--- src/rtl/clkgen_multi_pkg.sv ---
// Shared types and constants for the multi-output clock-enable generator.
// Channel config bundle plus the default audio ratio (22/105 of CLK).
package clkgen_multi_pkg;

  localparam int CLKGEN_ACC_W   = 8;
  localparam int CLKGEN_NCH     = 2;
  localparam int CLKGEN_AUD_MUL = 22;
  localparam int CLKGEN_AUD_DIV = 105;

  typedef struct packed {
    logic [CLKGEN_ACC_W-1:0] mul;
    logic [CLKGEN_ACC_W-1:0] div;
  } clkgen_ch_cfg_t;

endpackage

--- src/rtl/clkgen_multi_if.sv ---
// Control inputs and strobe outputs of clkgen_multi.
// master drives run/sync/ratios; slave is the generator.
interface clkgen_multi_if #(
  parameter int NCH   = 2,
  parameter int ACC_W = 8
);
  logic                 EN;
  logic                 SYNC;
  logic [NCH*ACC_W-1:0] MUL;
  logic [NCH*ACC_W-1:0] DIV;
  logic                 CP1_POSEDGE;
  logic                 CP1_NEGEDGE;
  logic                 CP2_POSEDGE;
  logic                 CP2_NEGEDGE;
  logic                 VDC_CE;
  logic [NCH-1:0]       CE;
  logic [NCH-1:0]       CFG_ERR;

  modport master (
    output EN, SYNC, MUL, DIV,
    input  CP1_POSEDGE, CP1_NEGEDGE,
    input  CP2_POSEDGE, CP2_NEGEDGE,
    input  VDC_CE, CE, CFG_ERR
  );

  modport slave (
    input  EN, SYNC, MUL, DIV,
    output CP1_POSEDGE, CP1_NEGEDGE,
    output CP2_POSEDGE, CP2_NEGEDGE,
    output VDC_CE, CE, CFG_ERR
  );
endinterface

--- src/rtl/clkgen_multi_frac_ch.sv ---
// One fractional MUL/DIV clock-enable channel.
// CE is zero-latency: it compares against the current accumulator.
module clkgen_frac_ch #(
  parameter int ACC_W = 8
) (
  input  logic             CLK,
  input  logic             RES,
  input  logic             EN,
  input  logic             SYNC,
  input  logic [ACC_W-1:0] MUL,
  input  logic [ACC_W-1:0] DIV,
  output logic             CE,
  output logic             CFG_ERR
);
  logic [ACC_W-1:0] acc_q, acc_d;
  logic [ACC_W-1:0] accr;
  logic [ACC_W:0]   accn;
  logic             run;
  logic             stale;

  always_comb begin
    accn    = {1'b0, acc_q} + {1'b0, MUL};
    accr    = accn[ACC_W-1:0] - DIV;
    run     = EN & ~RES & ~SYNC;
    CFG_ERR = (DIV == '0) | (MUL > DIV);
    // acc left over from a larger DIV would otherwise burst
    stale   = (acc_q >= DIV);
    CE      = run & ~CFG_ERR & ~stale
            & (accn >= {1'b0, DIV});
    acc_d   = acc_q;
    if (SYNC || CFG_ERR) begin
      acc_d = '0;
    end else if (EN) begin
      if (stale)   acc_d = '0;
      else if (CE) acc_d = accr;
      else         acc_d = accn[ACC_W-1:0];
    end
  end

  always_ff @(posedge CLK) begin
    if (RES) acc_q <= '0;
    else     acc_q <= acc_d;
  end

endmodule

--- src/rtl/clkgen_multi.sv ---
// CPU 2-phase edge strobes and VDC CE from a modulo phase counter,
// plus NCH fractional clock-enable channels.
module clkgen_multi
  import clkgen_multi_pkg::*;
#(
  parameter int CPU_DIV = 14,
  parameter int P1R     = 2,
  parameter int P1F     = 4,
  parameter int P2R     = 6,
  parameter int VDC_PH0 = 2,
  parameter int VDC_PH1 = 9,
  parameter int NCH     = CLKGEN_NCH,
  parameter int ACC_W   = CLKGEN_ACC_W
) (
  input  logic          CLK,
  input  logic          RES,
  clkgen_multi_if.slave bus
);
  localparam int CW = $clog2(CPU_DIV);
  localparam logic [CW-1:0] LAST = CW'(CPU_DIV - 1);
  localparam logic [CW-1:0] C1R  = CW'(P1R);
  localparam logic [CW-1:0] C1F  = CW'(P1F);
  localparam logic [CW-1:0] C2R  = CW'(P2R);
  localparam logic [CW-1:0] CV0  = CW'(VDC_PH0);
  localparam logic [CW-1:0] CV1  = CW'(VDC_PH1);

  if (CPU_DIV < 4) begin : g_bad_div
    $error("clkgen_multi: CPU_DIV must be >= 4");
  end
  if (P1R >= CPU_DIV || P1F >= CPU_DIV || P2R >= CPU_DIV ||
      VDC_PH0 >= CPU_DIV || VDC_PH1 >= CPU_DIV) begin : g_bad_ph
    $error("clkgen_multi: phase outside CPU_DIV");
  end
  if (P1R == 0 || P1F == 0 || P2R == 0 ||
      P1R == P1F || P1R == P2R || P1F == P2R) begin : g_bad_cpu
    $error("clkgen_multi: CPU phases must be distinct and nonzero");
  end

  logic [CW-1:0] ccnt_q, ccnt_d;
  logic          run;

  always_comb begin
    run    = bus.EN & ~RES & ~bus.SYNC;
    ccnt_d = ccnt_q;
    if (bus.SYNC) begin
      ccnt_d = '0;
    end else if (bus.EN) begin
      ccnt_d = (ccnt_q == LAST) ? '0 : ccnt_q + CW'(1);
    end
    bus.CP2_NEGEDGE = run & (ccnt_q == '0);
    bus.CP1_POSEDGE = run & (ccnt_q == C1R);
    bus.CP1_NEGEDGE = run & (ccnt_q == C1F);
    bus.CP2_POSEDGE = run & (ccnt_q == C2R);
    bus.VDC_CE      = run & ((ccnt_q == CV0) | (ccnt_q == CV1));
  end

  always_ff @(posedge CLK) begin
    if (RES) ccnt_q <= '0;
    else     ccnt_q <= ccnt_d;
  end

  for (genvar i = 0; i < NCH; i++) begin : g_ch
    clkgen_frac_ch #(.ACC_W(ACC_W)) u_ch (
      .CLK     (CLK),
      .RES     (RES),
      .EN      (bus.EN),
      .SYNC    (bus.SYNC),
      .MUL     (bus.MUL[i*ACC_W +: ACC_W]),
      .DIV     (bus.DIV[i*ACC_W +: ACC_W]),
      .CE      (bus.CE[i]),
      .CFG_ERR (bus.CFG_ERR[i])
    );
  end

endmodule

--- src/flat_wrapper.sv ---
// flat-port wrapper written by rule: the top's interface ports become plain ports
module clkgen_multi_flat import clkgen_multi_pkg::*;
#(
  parameter int CPU_DIV = 14,
  parameter int P1R     = 2,
  parameter int P1F     = 4,
  parameter int P2R     = 6,
  parameter int VDC_PH0 = 2,
  parameter int VDC_PH1 = 9,
  parameter int NCH     = CLKGEN_NCH,
  parameter int ACC_W   = CLKGEN_ACC_W
)
  (CLK, RES, bus_EN, bus_SYNC, bus_MUL, bus_DIV, bus_CP1_POSEDGE, bus_CP1_NEGEDGE, bus_CP2_POSEDGE, bus_CP2_NEGEDGE, bus_VDC_CE, bus_CE, bus_CFG_ERR);
  clkgen_multi_if #(.NCH(NCH), .ACC_W(ACC_W)) bus_i ();
  input  logic CLK;
  input  logic RES;
  input wire logic [$bits(bus_i.EN)-1:0] bus_EN;
  input wire logic [$bits(bus_i.SYNC)-1:0] bus_SYNC;
  input wire logic [$bits(bus_i.MUL)-1:0] bus_MUL;
  input wire logic [$bits(bus_i.DIV)-1:0] bus_DIV;
  output wire logic [$bits(bus_i.CP1_POSEDGE)-1:0] bus_CP1_POSEDGE;
  output wire logic [$bits(bus_i.CP1_NEGEDGE)-1:0] bus_CP1_NEGEDGE;
  output wire logic [$bits(bus_i.CP2_POSEDGE)-1:0] bus_CP2_POSEDGE;
  output wire logic [$bits(bus_i.CP2_NEGEDGE)-1:0] bus_CP2_NEGEDGE;
  output wire logic [$bits(bus_i.VDC_CE)-1:0] bus_VDC_CE;
  output wire logic [$bits(bus_i.CE)-1:0] bus_CE;
  output wire logic [$bits(bus_i.CFG_ERR)-1:0] bus_CFG_ERR;
  assign bus_i.EN = bus_EN;
  assign bus_i.SYNC = bus_SYNC;
  assign bus_i.MUL = bus_MUL;
  assign bus_i.DIV = bus_DIV;
  assign bus_CP1_POSEDGE = bus_i.CP1_POSEDGE;
  assign bus_CP1_NEGEDGE = bus_i.CP1_NEGEDGE;
  assign bus_CP2_POSEDGE = bus_i.CP2_POSEDGE;
  assign bus_CP2_NEGEDGE = bus_i.CP2_NEGEDGE;
  assign bus_VDC_CE = bus_i.VDC_CE;
  assign bus_CE = bus_i.CE;
  assign bus_CFG_ERR = bus_i.CFG_ERR;
  clkgen_multi #(.CPU_DIV(CPU_DIV), .P1R(P1R), .P1F(P1F), .P2R(P2R), .VDC_PH0(VDC_PH0), .VDC_PH1(VDC_PH1), .NCH(NCH), .ACC_W(ACC_W)) u_core (.CLK(CLK), .RES(RES), .bus(bus_i));
endmodule
--- config.mk ---
export PLATFORM = sky130hd
export DESIGN_NAME = clkgen_multi_flat
export DESIGN_NICKNAME = d
export VERILOG_FILES = /design/src/rtl/clkgen_multi_pkg.sv /design/src/rtl/clkgen_multi_if.sv /design/src/rtl/clkgen_multi_frac_ch.sv /design/src/rtl/clkgen_multi.sv /design/src/flat_wrapper.sv
export SDC_FILE = /design/constraint.sdc
export NUM_CORES = 1
export LEC_CHECK = 0
export BUFFER_PORTS_ARGS = -buffer_cell sky130_fd_sc_hd__buf_2
export CAP_MARGIN = 30
export CORE_ASPECT_RATIO = 0.7
export CORE_UTILIZATION = 49
export CTS_BUF_LIST = sky130_fd_sc_hd__clkbuf_4 sky130_fd_sc_hd__clkbuf_8
export DETAILED_ROUTE_END_ITERATION = 8
export PLACE_DENSITY = 0.67
export SLEW_MARGIN = 20
export SYNTH_ARGS = -nofsm -noshare
export SYNTH_HDL_FRONTEND = slang
export SYNTH_SLANG_ARGS = --single-unit
--- constraint.sdc ---
create_clock -name CLK -period 11.8 [get_ports CLK]
set_clock_uncertainty 0.05 [all_clocks]
set_input_delay 2.36 -clock CLK [delete_from_list [all_inputs] [get_ports CLK]]
set_output_delay 2.36 -clock CLK [all_outputs]
set_load 0.01 [all_outputs]
==> impl_metrics.env <==
export IMPL_status="complete, no violations"
export IMPL_required_ps=9390
export IMPL_cts_buffers=3
export IMPL_synthTopCellsByArea="ha_1 (27%), dfxtp_1 (14%), xnor2_1 (5.1%)"
export IMPL_arrival_ps=5630
export IMPL_slew_viol_final=0
export IMPL_hold_path_class="reg -> reg"
export IMPL_drc=0
export IMPL_die_height_um=66.74
export IMPL_holdBufCountCts=0
export IMPL_cp_max_fo=10
export IMPL_drtAntennaViolNets=0
export IMPL_dr_pass1_iters=4
export IMPL_period_minus_slack_ps=8036
export IMPL_max_slew_margin_pct=42.13
export IMPL_startpoint_type="input pin"
export IMPL_io_buffers=44
export IMPL_dr_total_vias=2691
export IMPL_grt_max_degree=13
export IMPL_power_frac_clock_pct=23.7
export IMPL_rsz0062_at_grt="no"
export IMPL_grt_pass1_wl_mm=11.50
export IMPL_initial_core_util_pct=50.98
export IMPL_root_buffer="clkbuf_8"
export IMPL_syn_to_final_growth_pct=11.47
export IMPL_synth_seq_cells=20
export IMPL_p_comb_share_pct=51.4
export IMPL_crit_path_end_kind="output pin"
export IMPL_clkTransAtPathRegs_ps=80
export IMPL_nNetsFinal=508
export IMPL_final_period_utilization_pct=68.10
export IMPL_clk_insertion_delay_late_ps=270
export IMPL_wirelength_mm=7.208
export IMPL_hold_violations=0
export IMPL_grt_ovfl_total=0
export IMPL_max_clock_freq_ghz=0.1244
export IMPL_maxCapViolCount=0
export IMPL_drive_gt1_share_pct=14.14
export IMPL_r2r_start="u_core.g_ch[0].u_ch.acc_q[0]$_SDFFE_PP0P_"
export IMPL_rows=23
export IMPL_async_reset_ff_share_pct=0
export IMPL_setup_viol=0
export IMPL_ir_drop_v=0.00006744
export IMPL_synth_distinct_cells=49
export IMPL_design_area_um2=3271
export IMPL_cts_resized=0
export IMPL_p_int_uw=184.5
export IMPL_detail_route_wl_per_cell_um=15.08
export IMPL_post_cts_buffers=0
export IMPL_n_antenna_cell=0
export IMPL_netSwitchingPower_uw=114.7
export IMPL_grt_pass1_vias=2292
export IMPL_avgSynthCellArea_um2=8.083
export IMPL_finalSetupTns_ps=0
export IMPL_cts_tree="built"
export IMPL_powerDensity_nw_per_um2=91.47
export IMPL_swShare_pct=38.33
export IMPL_track_usage_pct=23.70
export IMPL_antenna_found_initial=0
export IMPL_synth_fp_nets=467
export IMPL_seq_power_share_pct=24.9
export IMPL_holdWs_ps=446.9
export IMPL_die_area_um2=6306
export IMPL_yosysWarnings=0
export IMPL_cts_sinks=20
export IMPL_place_congestion=0.9327
export IMPL_io_pins=45
export IMPL_synthCells=363
export IMPL_die_w_um=94.49
export IMPL_p_leak_nw=1.655
export IMPL_vias_per_cell=5.630
export IMPL_yosysSeqAreaShare_pct=13.65
export IMPL_htree_levels=1
export IMPL_core_region_area_um2=5756
export IMPL_syn_area_um2=2934
export IMPL_worst_pin_slew_ps=866.1
export IMPL_drtIter0Drc=241
export IMPL_cp_startpoint="bus_MUL[0]"
export IMPL_yosys_area_top_type="ha_1"
export IMPL_final_cell_mix="ha_1 (64), buf_2 (44), inv_1 (29), nand2_1 (29), a21oi_1 (25)"
export IMPL_synth_edf_count=0
export IMPL_crit_type="in -> out"
export IMPL_dp_hpwl_mm=6.129
export IMPL_cts_buffer_depth=2
export IMPL_synth_top_area_share_pct=27.29
export IMPL_synth_flop_cell="dfxtp_1"
export IMPL_layout_commonest_cell="ha_1"
export IMPL_dpl_instance_area_um2=3199
export IMPL_min_from="u_core.g_ch[0].u_ch.acc_q[2]$_SDFFE_PP0P_"
==> stage by stage <==
step	instances	utilization, %	setup slack, ps	total power [mW]
floorplan	363	-	4303	0.1929
global placement	474	55.59	3910	0.2242
detailed placement	474	55.59	3812	0.2269
CTS	478	56.83	3788	0.2983
global route	478	56.83	3531	0.3217
finish	478	56.83	3764	0.2992
==> layout make-up <==
type	instances	area, um2
Clock buffer	3	41.29
Tap cell	75	93.84
Timing Repair Buffer	44	220.2
Inverter	29	108.9
Clock inverter	1	30.03
Multi-Input combinational cell	306	2376
Fill cell	533	2485
Sequential cell	20	400.4
==> flip-flops by register name, summed over array words and instances, names as in the netlist <==
register / count
u_core.g_ch.u_ch.acc_q: 16
u_core.ccnt_q: 4
==> path summary, 6_finish.rpt <==
check	slack, ps	cells past startpoint	end
min	450	2	u_core.g_ch[0].u_ch.acc_q[2]$_SDFFE_PP0P_
min reg2reg	450	2	u_core.g_ch[0].u_ch.acc_q[2]$_SDFFE_PP0P_
max reg2reg	7880	14	u_core.g_ch[0].u_ch.acc_q[1]$_SDFFE_PP0P_
max	3760	14	bus_CE[0]
==> power by group through the flow <==
| stage | clock network (mW) | registers (mW) | logic [mW] |
|---|---|---|---|
| final | 0.0709 | 0.0745 | 0.154 |
| after detailed placement | 0 | 0.0759 | 0.151 |
| after floorplan | 0 | 0.0743 | 0.119 |
| after global routing | 0.0754 | 0.0748 | 0.172 |
| after global placement | 0 | 0.0759 | 0.148 |
| after CTS | 0.0720 | 0.0743 | 0.152 |
==> cell families (layout without fill, tap and decap cells) <==
family / after synthesis / count (layout) / share of synthesized area (%)
DFF: 20 / 20 / 13.65
AOI/OAI and AO/OA: 100 / 100 / 22.52
muxes: 9 / 9 / 3.070
buffers and inverters: 37 / 77 / 5.373
and+or+nand+nor: 106 / 106 / 18.51
adders and majority gates: 68 / 68 / 30.02
xor gates and xnor gates: 23 / 23 / 6.866
==> cell usage after synthesis, types with 2 or more instances <==
cell type and number:
a211o_1 3, a211oi_1 5, a21o_1 12, a21oi_1 25
a221oi_1 2, a31oi_1 2, and2_1 2, and3_1 3
buf_4 5, clkbuf_1 3, dfxtp_1 20, fa_1 4
ha_1 64, inv_1 29, mux2i_1 9, nand2_1 29
nand2b_1 6, nand3_1 8, nand4_1 6, nor2_1 23
nor2b_1 9, nor3_1 5, nor3_2 3, nor3b_1 4
o211ai_1 4, o21a_1 5, o21ai_0 19, o21ai_1 6
o21bai_1 4, o31ai_1 2, or2_2 2, or4_1 2
xnor2_1 17, xor2_1 6
==> worst max-delay path: stages <==
cell and delay, ps:
buf_2 110, ha_1 210, fa_1 440, a211oi_1 340
o21bai_1 130, a21oi_1 180, xnor2_1 170, ha_1 310
a211o_1 280, a31oi_1 140, nand3_1 110, a31oi_2 530
nor2_1 140, buf_2 170
==> routing by layer <==
layer  track usage (%)  vias to the layer above  routed length (um)
li1                  -                     1411                   -
met1             39.32                     1215                4112
met2             31.52                       63                2613
met3             3.539                        2                 469
met4             2.273                        0                  12
met5                 0                        -                   0
No activity file was read; power rests on OpenSTA's default activity.
